<file path="config.mk">
export PLATFORM = sky130hd
export DESIGN_NAME = multi_cycle_control_flat
export DESIGN_NICKNAME = d
export VERILOG_FILES = /design/src/rtl/multi_cycle_control_if.sv /design/src/rtl/multi_cycle_control.sv /design/src/flat_wrapper.sv
export SDC_FILE = /design/constraint.sdc
export NUM_CORES = 1
export LEC_CHECK = 0
export BUFFER_PORTS_ARGS = -buffer_cell sky130_fd_sc_hd__buf_4
export CORE_MARGIN = 1
export CORE_UTILIZATION = 34
export DETAILED_ROUTE_END_ITERATION = 10
export HOLD_SLACK_MARGIN = 0.05
export PLACE_DENSITY = 0.65
export SYNTH_ARGS = -nofsm -noshare
export SYNTH_HDL_FRONTEND = slang
export SYNTH_SLANG_ARGS = --single-unit
</file>
<file path="constraint.sdc">
create_clock -name clk -period 1.5 [get_ports clk]
set_clock_uncertainty 0.1 [all_clocks]
set_input_delay 0.225 -clock clk [delete_from_list [all_inputs] [get_ports clk]]
set_output_delay 0.225 -clock clk [all_outputs]
set_load 0.01 [all_outputs]
</file>
<file path="src/rtl/multi_cycle_control_if.sv">
// Control bus between the multi-cycle controller and its datapath.
// master: the controller (drives control strobes, reads datapath status).
// slave:  the datapath side (drives opcode/status, reads control strobes).
interface multi_cycle_control_if;
    logic [5:0] Opcode;
    logic       Zero;
    logic       AluResMsb;
    logic       MemReady;

    logic       PcWr;
    logic       IrWr;
    logic       IorD;
    logic       MemRd;
    logic       MemWr;
    logic       MemtoReg;
    logic       RegWr;
    logic       RegDst;
    logic       ExtOp;
    logic       AluSrcA;
    logic [1:0] AluSrcB;
    logic [1:0] AluOp;
    logic [1:0] PcSrc;
    logic       InstrDone;
    logic       Illegal;
    logic [3:0] State;

    modport master (
        input  Opcode, Zero, AluResMsb, MemReady,
        output PcWr, IrWr, IorD, MemRd, MemWr, MemtoReg, RegWr, RegDst,
               ExtOp, AluSrcA, AluSrcB, AluOp, PcSrc, InstrDone, Illegal, State
    );

    modport slave (
        output Opcode, Zero, AluResMsb, MemReady,
        input  PcWr, IrWr, IorD, MemRd, MemWr, MemtoReg, RegWr, RegDst,
               ExtOp, AluSrcA, AluSrcB, AluOp, PcSrc, InstrDone, Illegal, State
    );
endinterface

</file>
<file path="src/rtl/multi_cycle_control.sv">
// Multi-cycle MIPS-style controller: Moore FSM sequencing fetch, decode,
// execute, memory and write-back for R-type, addi, lw, sw and branches.
// Optional feature macro BGTZ_EN: when defined, opcode 000111 (bgtz) is
// decoded as a branch; otherwise it is treated as an illegal opcode.
// While rst_n is low every output, including State, is held at zero.
module multi_cycle_control (
    input  logic                  clk,
    input  logic                  rst_n,
    multi_cycle_control_if.master bus
);
    typedef enum logic [3:0] {
        S_FETCH  = 4'd0,
        S_DECODE = 4'd1,
        S_MEMADR = 4'd2,
        S_MEMRD  = 4'd3,
        S_MEMWB  = 4'd4,
        S_MEMWR  = 4'd5,
        S_EXEC   = 4'd6,
        S_ALUWB  = 4'd7,
        S_BRANCH = 4'd8,
        S_ADDIEX = 4'd9,
        S_ADDIWB = 4'd10
    } state_t;

    localparam logic [5:0] OP_RTYPE = 6'b000000;
    localparam logic [5:0] OP_ADDI  = 6'b001000;
    localparam logic [5:0] OP_LW    = 6'b100011;
    localparam logic [5:0] OP_SW    = 6'b101011;
    localparam logic [5:0] OP_BEQ   = 6'b000100;
    localparam logic [5:0] OP_BNE   = 6'b000101;
`ifdef BGTZ_EN
    localparam logic [5:0] OP_BGTZ  = 6'b000111;
`else
    // bgtz gating is absent in this build, so the sign bit has no consumer.
    logic unused_alu_res_msb;
    assign unused_alu_res_msb = bus.AluResMsb;
`endif

    state_t     state_q, state_d;
    logic       pc_wr, ir_wr, iord, mem_rd, mem_wr, mem_to_reg;
    logic       reg_wr, reg_dst, ext_op, alu_src_a, instr_done, illegal;
    logic [1:0] alu_src_b, alu_op, pc_src;

    // State register; reset returns to FETCH and abandons any instruction.
    always_ff @(posedge clk) begin
        if (!rst_n) state_q <= S_FETCH;
        else        state_q <= state_d;
    end

    // Next-state and per-state control decode; unused codes fall back to FETCH.
    always_comb begin
        state_d    = S_FETCH;
        pc_wr      = 1'b0;
        ir_wr      = 1'b0;
        iord       = 1'b0;
        mem_rd     = 1'b0;
        mem_wr     = 1'b0;
        mem_to_reg = 1'b0;
        reg_wr     = 1'b0;
        reg_dst    = 1'b0;
        ext_op     = 1'b0;
        alu_src_a  = 1'b0;
        alu_src_b  = 2'b00;
        alu_op     = 2'b00;
        pc_src     = 2'b00;
        instr_done = 1'b0;
        illegal    = 1'b0;
        case (state_q)
            S_FETCH: begin
                mem_rd    = 1'b1;
                alu_src_b = 2'b01;
                // Instruction and PC+4 are captured only once memory delivers.
                ir_wr     = bus.MemReady;
                pc_wr     = bus.MemReady;
                state_d   = bus.MemReady ? S_DECODE : S_FETCH;
            end
            S_DECODE: begin
                alu_src_b = 2'b11;
                ext_op    = 1'b1;
                case (bus.Opcode)
                    OP_RTYPE:     state_d = S_EXEC;
                    OP_ADDI:      state_d = S_ADDIEX;
                    OP_LW, OP_SW: state_d = S_MEMADR;
                    OP_BEQ,
                    OP_BNE:       state_d = S_BRANCH;
`ifdef BGTZ_EN
                    OP_BGTZ:      state_d = S_BRANCH;
`endif
                    default: begin
                        illegal = 1'b1;
                        state_d = S_FETCH;
                    end
                endcase
            end
            S_EXEC: begin
                alu_src_a = 1'b1;
                alu_op    = 2'b10;
                state_d   = S_ALUWB;
            end
            S_ALUWB: begin
                reg_wr     = 1'b1;
                reg_dst    = 1'b1;
                instr_done = 1'b1;
            end
            S_ADDIEX, S_MEMADR: begin
                alu_src_a = 1'b1;
                alu_src_b = 2'b10;
                ext_op    = 1'b1;
                if (state_q == S_ADDIEX)     state_d = S_ADDIWB;
                else if (bus.Opcode == OP_SW) state_d = S_MEMWR;
                else                          state_d = S_MEMRD;
            end
            S_ADDIWB: begin
                reg_wr     = 1'b1;
                instr_done = 1'b1;
            end
            S_MEMRD: begin
                iord    = 1'b1;
                mem_rd  = 1'b1;
                state_d = bus.MemReady ? S_MEMWB : S_MEMRD;
            end
            S_MEMWB: begin
                reg_wr     = 1'b1;
                mem_to_reg = 1'b1;
                instr_done = 1'b1;
            end
            S_MEMWR: begin
                iord       = 1'b1;
                mem_wr     = 1'b1;
                instr_done = bus.MemReady;
                state_d    = bus.MemReady ? S_FETCH : S_MEMWR;
            end
            S_BRANCH: begin
                alu_src_a  = 1'b1;
                alu_op     = 2'b01;
                pc_src     = 2'b01;
                instr_done = 1'b1;
                // Branch decision comes straight from the ALU compare flags.
                case (bus.Opcode)
                    OP_BEQ:  pc_wr = bus.Zero;
                    OP_BNE:  pc_wr = ~bus.Zero;
`ifdef BGTZ_EN
                    OP_BGTZ: pc_wr = ~bus.Zero & ~bus.AluResMsb;
`endif
                    default: pc_wr = 1'b0;
                endcase
            end
            default: state_d = S_FETCH;
        endcase
    end

    // Hold every output low while reset is asserted so no write can slip out.
    assign bus.PcWr      = rst_n & pc_wr;
    assign bus.IrWr      = rst_n & ir_wr;
    assign bus.IorD      = rst_n & iord;
    assign bus.MemRd     = rst_n & mem_rd;
    assign bus.MemWr     = rst_n & mem_wr;
    assign bus.MemtoReg  = rst_n & mem_to_reg;
    assign bus.RegWr     = rst_n & reg_wr;
    assign bus.RegDst    = rst_n & reg_dst;
    assign bus.ExtOp     = rst_n & ext_op;
    assign bus.AluSrcA   = rst_n & alu_src_a;
    assign bus.AluSrcB   = rst_n ? alu_src_b : 2'b00;
    assign bus.AluOp     = rst_n ? alu_op : 2'b00;
    assign bus.PcSrc     = rst_n ? pc_src : 2'b00;
    assign bus.InstrDone = rst_n & instr_done;
    assign bus.Illegal   = rst_n & illegal;
    assign bus.State     = rst_n ? state_q : 4'd0;
endmodule
</file>
<file path="src/flat_wrapper.sv">
// flat-port wrapper written by rule: the top's interface ports become plain ports
module multi_cycle_control_flat 
  (clk, rst_n, bus_Opcode, bus_Zero, bus_AluResMsb, bus_MemReady, bus_PcWr, bus_IrWr, bus_IorD, bus_MemRd, bus_MemWr, bus_MemtoReg, bus_RegWr, bus_RegDst, bus_ExtOp, bus_AluSrcA, bus_AluSrcB, bus_AluOp, bus_PcSrc, bus_InstrDone, bus_Illegal, bus_State);
  multi_cycle_control_if bus_i ();
  input  logic clk;
  input  logic rst_n;
  input wire logic [$bits(bus_i.Opcode)-1:0] bus_Opcode;
  input wire logic [$bits(bus_i.Zero)-1:0] bus_Zero;
  input wire logic [$bits(bus_i.AluResMsb)-1:0] bus_AluResMsb;
  input wire logic [$bits(bus_i.MemReady)-1:0] bus_MemReady;
  output wire logic [$bits(bus_i.PcWr)-1:0] bus_PcWr;
  output wire logic [$bits(bus_i.IrWr)-1:0] bus_IrWr;
  output wire logic [$bits(bus_i.IorD)-1:0] bus_IorD;
  output wire logic [$bits(bus_i.MemRd)-1:0] bus_MemRd;
  output wire logic [$bits(bus_i.MemWr)-1:0] bus_MemWr;
  output wire logic [$bits(bus_i.MemtoReg)-1:0] bus_MemtoReg;
  output wire logic [$bits(bus_i.RegWr)-1:0] bus_RegWr;
  output wire logic [$bits(bus_i.RegDst)-1:0] bus_RegDst;
  output wire logic [$bits(bus_i.ExtOp)-1:0] bus_ExtOp;
  output wire logic [$bits(bus_i.AluSrcA)-1:0] bus_AluSrcA;
  output wire logic [$bits(bus_i.AluSrcB)-1:0] bus_AluSrcB;
  output wire logic [$bits(bus_i.AluOp)-1:0] bus_AluOp;
  output wire logic [$bits(bus_i.PcSrc)-1:0] bus_PcSrc;
  output wire logic [$bits(bus_i.InstrDone)-1:0] bus_InstrDone;
  output wire logic [$bits(bus_i.Illegal)-1:0] bus_Illegal;
  output wire logic [$bits(bus_i.State)-1:0] bus_State;
  assign bus_i.Opcode = bus_Opcode;
  assign bus_i.Zero = bus_Zero;
  assign bus_i.AluResMsb = bus_AluResMsb;
  assign bus_i.MemReady = bus_MemReady;
  assign bus_PcWr = bus_i.PcWr;
  assign bus_IrWr = bus_i.IrWr;
  assign bus_IorD = bus_i.IorD;
  assign bus_MemRd = bus_i.MemRd;
  assign bus_MemWr = bus_i.MemWr;
  assign bus_MemtoReg = bus_i.MemtoReg;
  assign bus_RegWr = bus_i.RegWr;
  assign bus_RegDst = bus_i.RegDst;
  assign bus_ExtOp = bus_i.ExtOp;
  assign bus_AluSrcA = bus_i.AluSrcA;
  assign bus_AluSrcB = bus_i.AluSrcB;
  assign bus_AluOp = bus_i.AluOp;
  assign bus_PcSrc = bus_i.PcSrc;
  assign bus_InstrDone = bus_i.InstrDone;
  assign bus_Illegal = bus_i.Illegal;
  assign bus_State = bus_i.State;
  multi_cycle_control u_core (.clk(clk), .rst_n(rst_n), .bus(bus_i));
endmodule
</file>
==> reports/results.txt <==
status: finished with violations
failing checks: negative setup slack
Worst VDD drop: 0.2308 mV
initial antenna violation count: 0
gr usage total: 0.2283
Die Y-Extent: 44.94 µm
CTS Buf Count: 3
RR Endpoint: u_core.state_q[2]
Critical Path AT: 1370 ps
final hold vios: 0
layout cells sized above 1: 0.5734
placed insts: 160
dominant synthesized flop cell: dfxtp_1
Final GP Congestion: 0.8702
Seq/Total Area, Yosys: 0.1277
Detail Placement HPWL: 1515 µm
RR Startpoint: u_core.state_q[3]
top flop regs: u_core.state_q: 4 flops
clock root buffer: clkbuf_4
FF-to-FF setup slack: 60 ps
die extent in x: 44.94 µm
min Tclk post-route: 1699 ps
port bufs: 30
Final Max Slew Viols: 0
TritonCTS clock tree: done
Post-DRT Antenna Nets: 0
critical path capture point type: output port
Setup-failing EPs final: 15
Netlist cell types: 42
Crit path required time: 1170 ps
Final Instance Count excl. Fillers: 168
post-detailed-route wirelength per cell: 12.84 µm
DR iter-0 viols: 22
I/O pin cnt: 33
Hold WS: 247.2 ps
Cell Area, Synth: 626.9 µm²
final wirelength: 2157 µm
fin util: 0.6949
antenna diode count: 0
Syn Inst Count: 91
Worst Setup EP: bus_PcWr
final worst path period share: 1.133
RSZ-0062 raised after global routing: yes
Die ar.: 2020 µm²
Seq cells post-synth: 4
vias per cell: 5.256
Worst Setup Start Kind: flop
origin of the worst setup path: u_core.state_q[3]
largest net degree at the start of global routing: 15
number of synthesized flops with an enable pin: 0
Worst-path clk slew: 50 ps
H-tree depth: 1
hold crit path type: input port to flop
fmax: 588.6 MHz
syn_area_per_cell: 6.888 µm²
worst setup path class: flop to output port
core box area: 1727 µm²
Top reg by flops: u_core.state_q
vias in the first global route: 795
via count: 883
first-pass GRT wire length: 3429 µm
Leak: 0.5421 nW
P&R area growth vs syn: 91.42%
max reg flops: 4
synth warn: 0
Hold Buf Count CTS: 0
Reg2Reg Depth: 6
max-cap violation count: 0
gr ovfl total: 0
largest fanout on the critical path: 5
Placed Instance Area: 1002 µm²
syn nets: 102
async set-or-reset flop fraction in the synthesized netlist: 0
total power: 409.3 µW
DR DRC count: 0
first drt pass iteration count: 4
Longest Clk Path Bufs: 2
final instance area: 1200 µm²
# fillers: 150
Clock Latency Late Sink: 250 ps
row count: 15
Cell Pwr Density: 341.1 nW/µm²
worst setup margin: -198.9 ps
Nets: 156
Clock Sinks: 4
initial core utilization: 0.3630
==> worst max-delay path: stages, from the launching register on <==
cell and delay (ps):
dfxtp_4 370, nor2_4 150, nand2_4 80, nor4b_4 270, a31o_1 150, buf_6 100
==> cell usage in the layout, fill, tap and decap left out, drive strengths merged, types with 2 or more instances in the layout <==
master  netlist  layout
clkbuf        1       3
o21ai         3       3
inv           3       3
o22ai         3       3
nor2b         2       2
a31oi         2       2
nand2         6       6
a211oi        2       2
nand3b        2       2
nand2b        6       6
and3          2       2
dfxtp         4       4
and2          8       8
a21oi         4       4
nor4b         2       2
nor4          2       2
nor2         11      11
xor2          2       2
buf           6      56
nor3          4       4
==> what timing repair did <==
action / 4_1_cts / 5_1_grt
endpoints found under the setup margin: 16 / 17
pin swaps: 9 / 9
resized for setup: 26 / 10
buffers inserted: 4 / 1
==> logic make-up (layout without fill, tap and decap cells) <==
| family | count (synthesis) | in the layout | share of synthesized area |
|---|---|---|---|
| other | 1 | 1 | 0.005982 |
| flip-flops | 4 | 4 | 0.1277 |
| AND/OR/NAND/NOR | 51 | 51 | 0.4811 |
| buffers and inverters | 10 | 62 | 0.09978 |
| AO/OA/AOI/OAI | 21 | 21 | 0.2236 |
| XOR/XNOR | 2 | 2 | 0.02795 |
| multiplexers | 2 | 2 | 0.03393 |
==> worst min-delay path by stage <==
stage                from                 to  slack, ps  cells past startpoint
floorplan           rst_n  u_core.state_q[1]        330                      2
global placement    rst_n  u_core.state_q[3]        500                      2
detailed placement  rst_n  u_core.state_q[3]        500                      2
CTS                 rst_n  u_core.state_q[3]        240                      2
global route        rst_n  u_core.state_q[3]        250                      2
finish              rst_n  u_core.state_q[3]        250                      2
==> final cells by class <==
type                       instances  area, µm²  area share
inverter                           3      11.26    0.009385
sequential                         4      95.09     0.07925
timing repair buffer              56      470.5      0.3921
tap                               25      31.28     0.02607
multi-input combinational         77      569.3      0.4745
clock buffer                       3      22.52     0.01877
==> layer usage <==
metal / GRT usage / vias up / share of wire
li1: - / 436 / -
met4: 0.1333 / 0 / 0.025
met3: 0.01600 / 6 / 0.062
met1: 0.2681 / 396 / 0.39
met2: 0.4029 / 45 / 0.52
met5: 0 / - / 0
==> synthesized netlist by cell type, types with 2 or more instances <==
cell type  number  area share
nor2_1         10       0.060
buf_2           2       0.016
nor4b_2         2       0.048
buf_6           2       0.036
inv_1           2       0.012
dfxtp_1         4        0.13
nor4_1          2       0.020
nand3b_1        2       0.024
nand2_1         6       0.036
nor2b_1         2       0.020
xor2_1          2       0.028
o22ai_1         3       0.030
a31oi_1         2       0.020
a211oi_1        2       0.024
a21oi_1         4       0.032
o21ai_1         2       0.016
nand2b_1        6       0.060
buf_4           2       0.024
nor3_1          3       0.024
and3_1          2       0.020
and2_1          8       0.080
==> where the power goes <==
| part | switching [mW] | total (mW) | internal [mW] |
|---|---|---|---|
| Sequential | 0.00428 | 0.108 | 0.104 |
| Combinational | 0.0727 | 0.157 | 0.0847 |
| Clock | 0.0539 | 0.144 | 0.0901 |
| Total | 0.131 | 0.409 | 0.278 |
==> metrics by stage <==
stage / setup WS, ps / setup TNS [ps]
4_1_cts: -197.4 / -1996
6_report: -198.9 / -2104
3_5_place_dp: -41.24 / -44.97
3_3_place_gp: -32.56 / -35.76
5_1_grt: -264.0 / -2884
2_1_floorplan: 5.300 / 0
No activity file was read; power rests on OpenSTA's default activity.
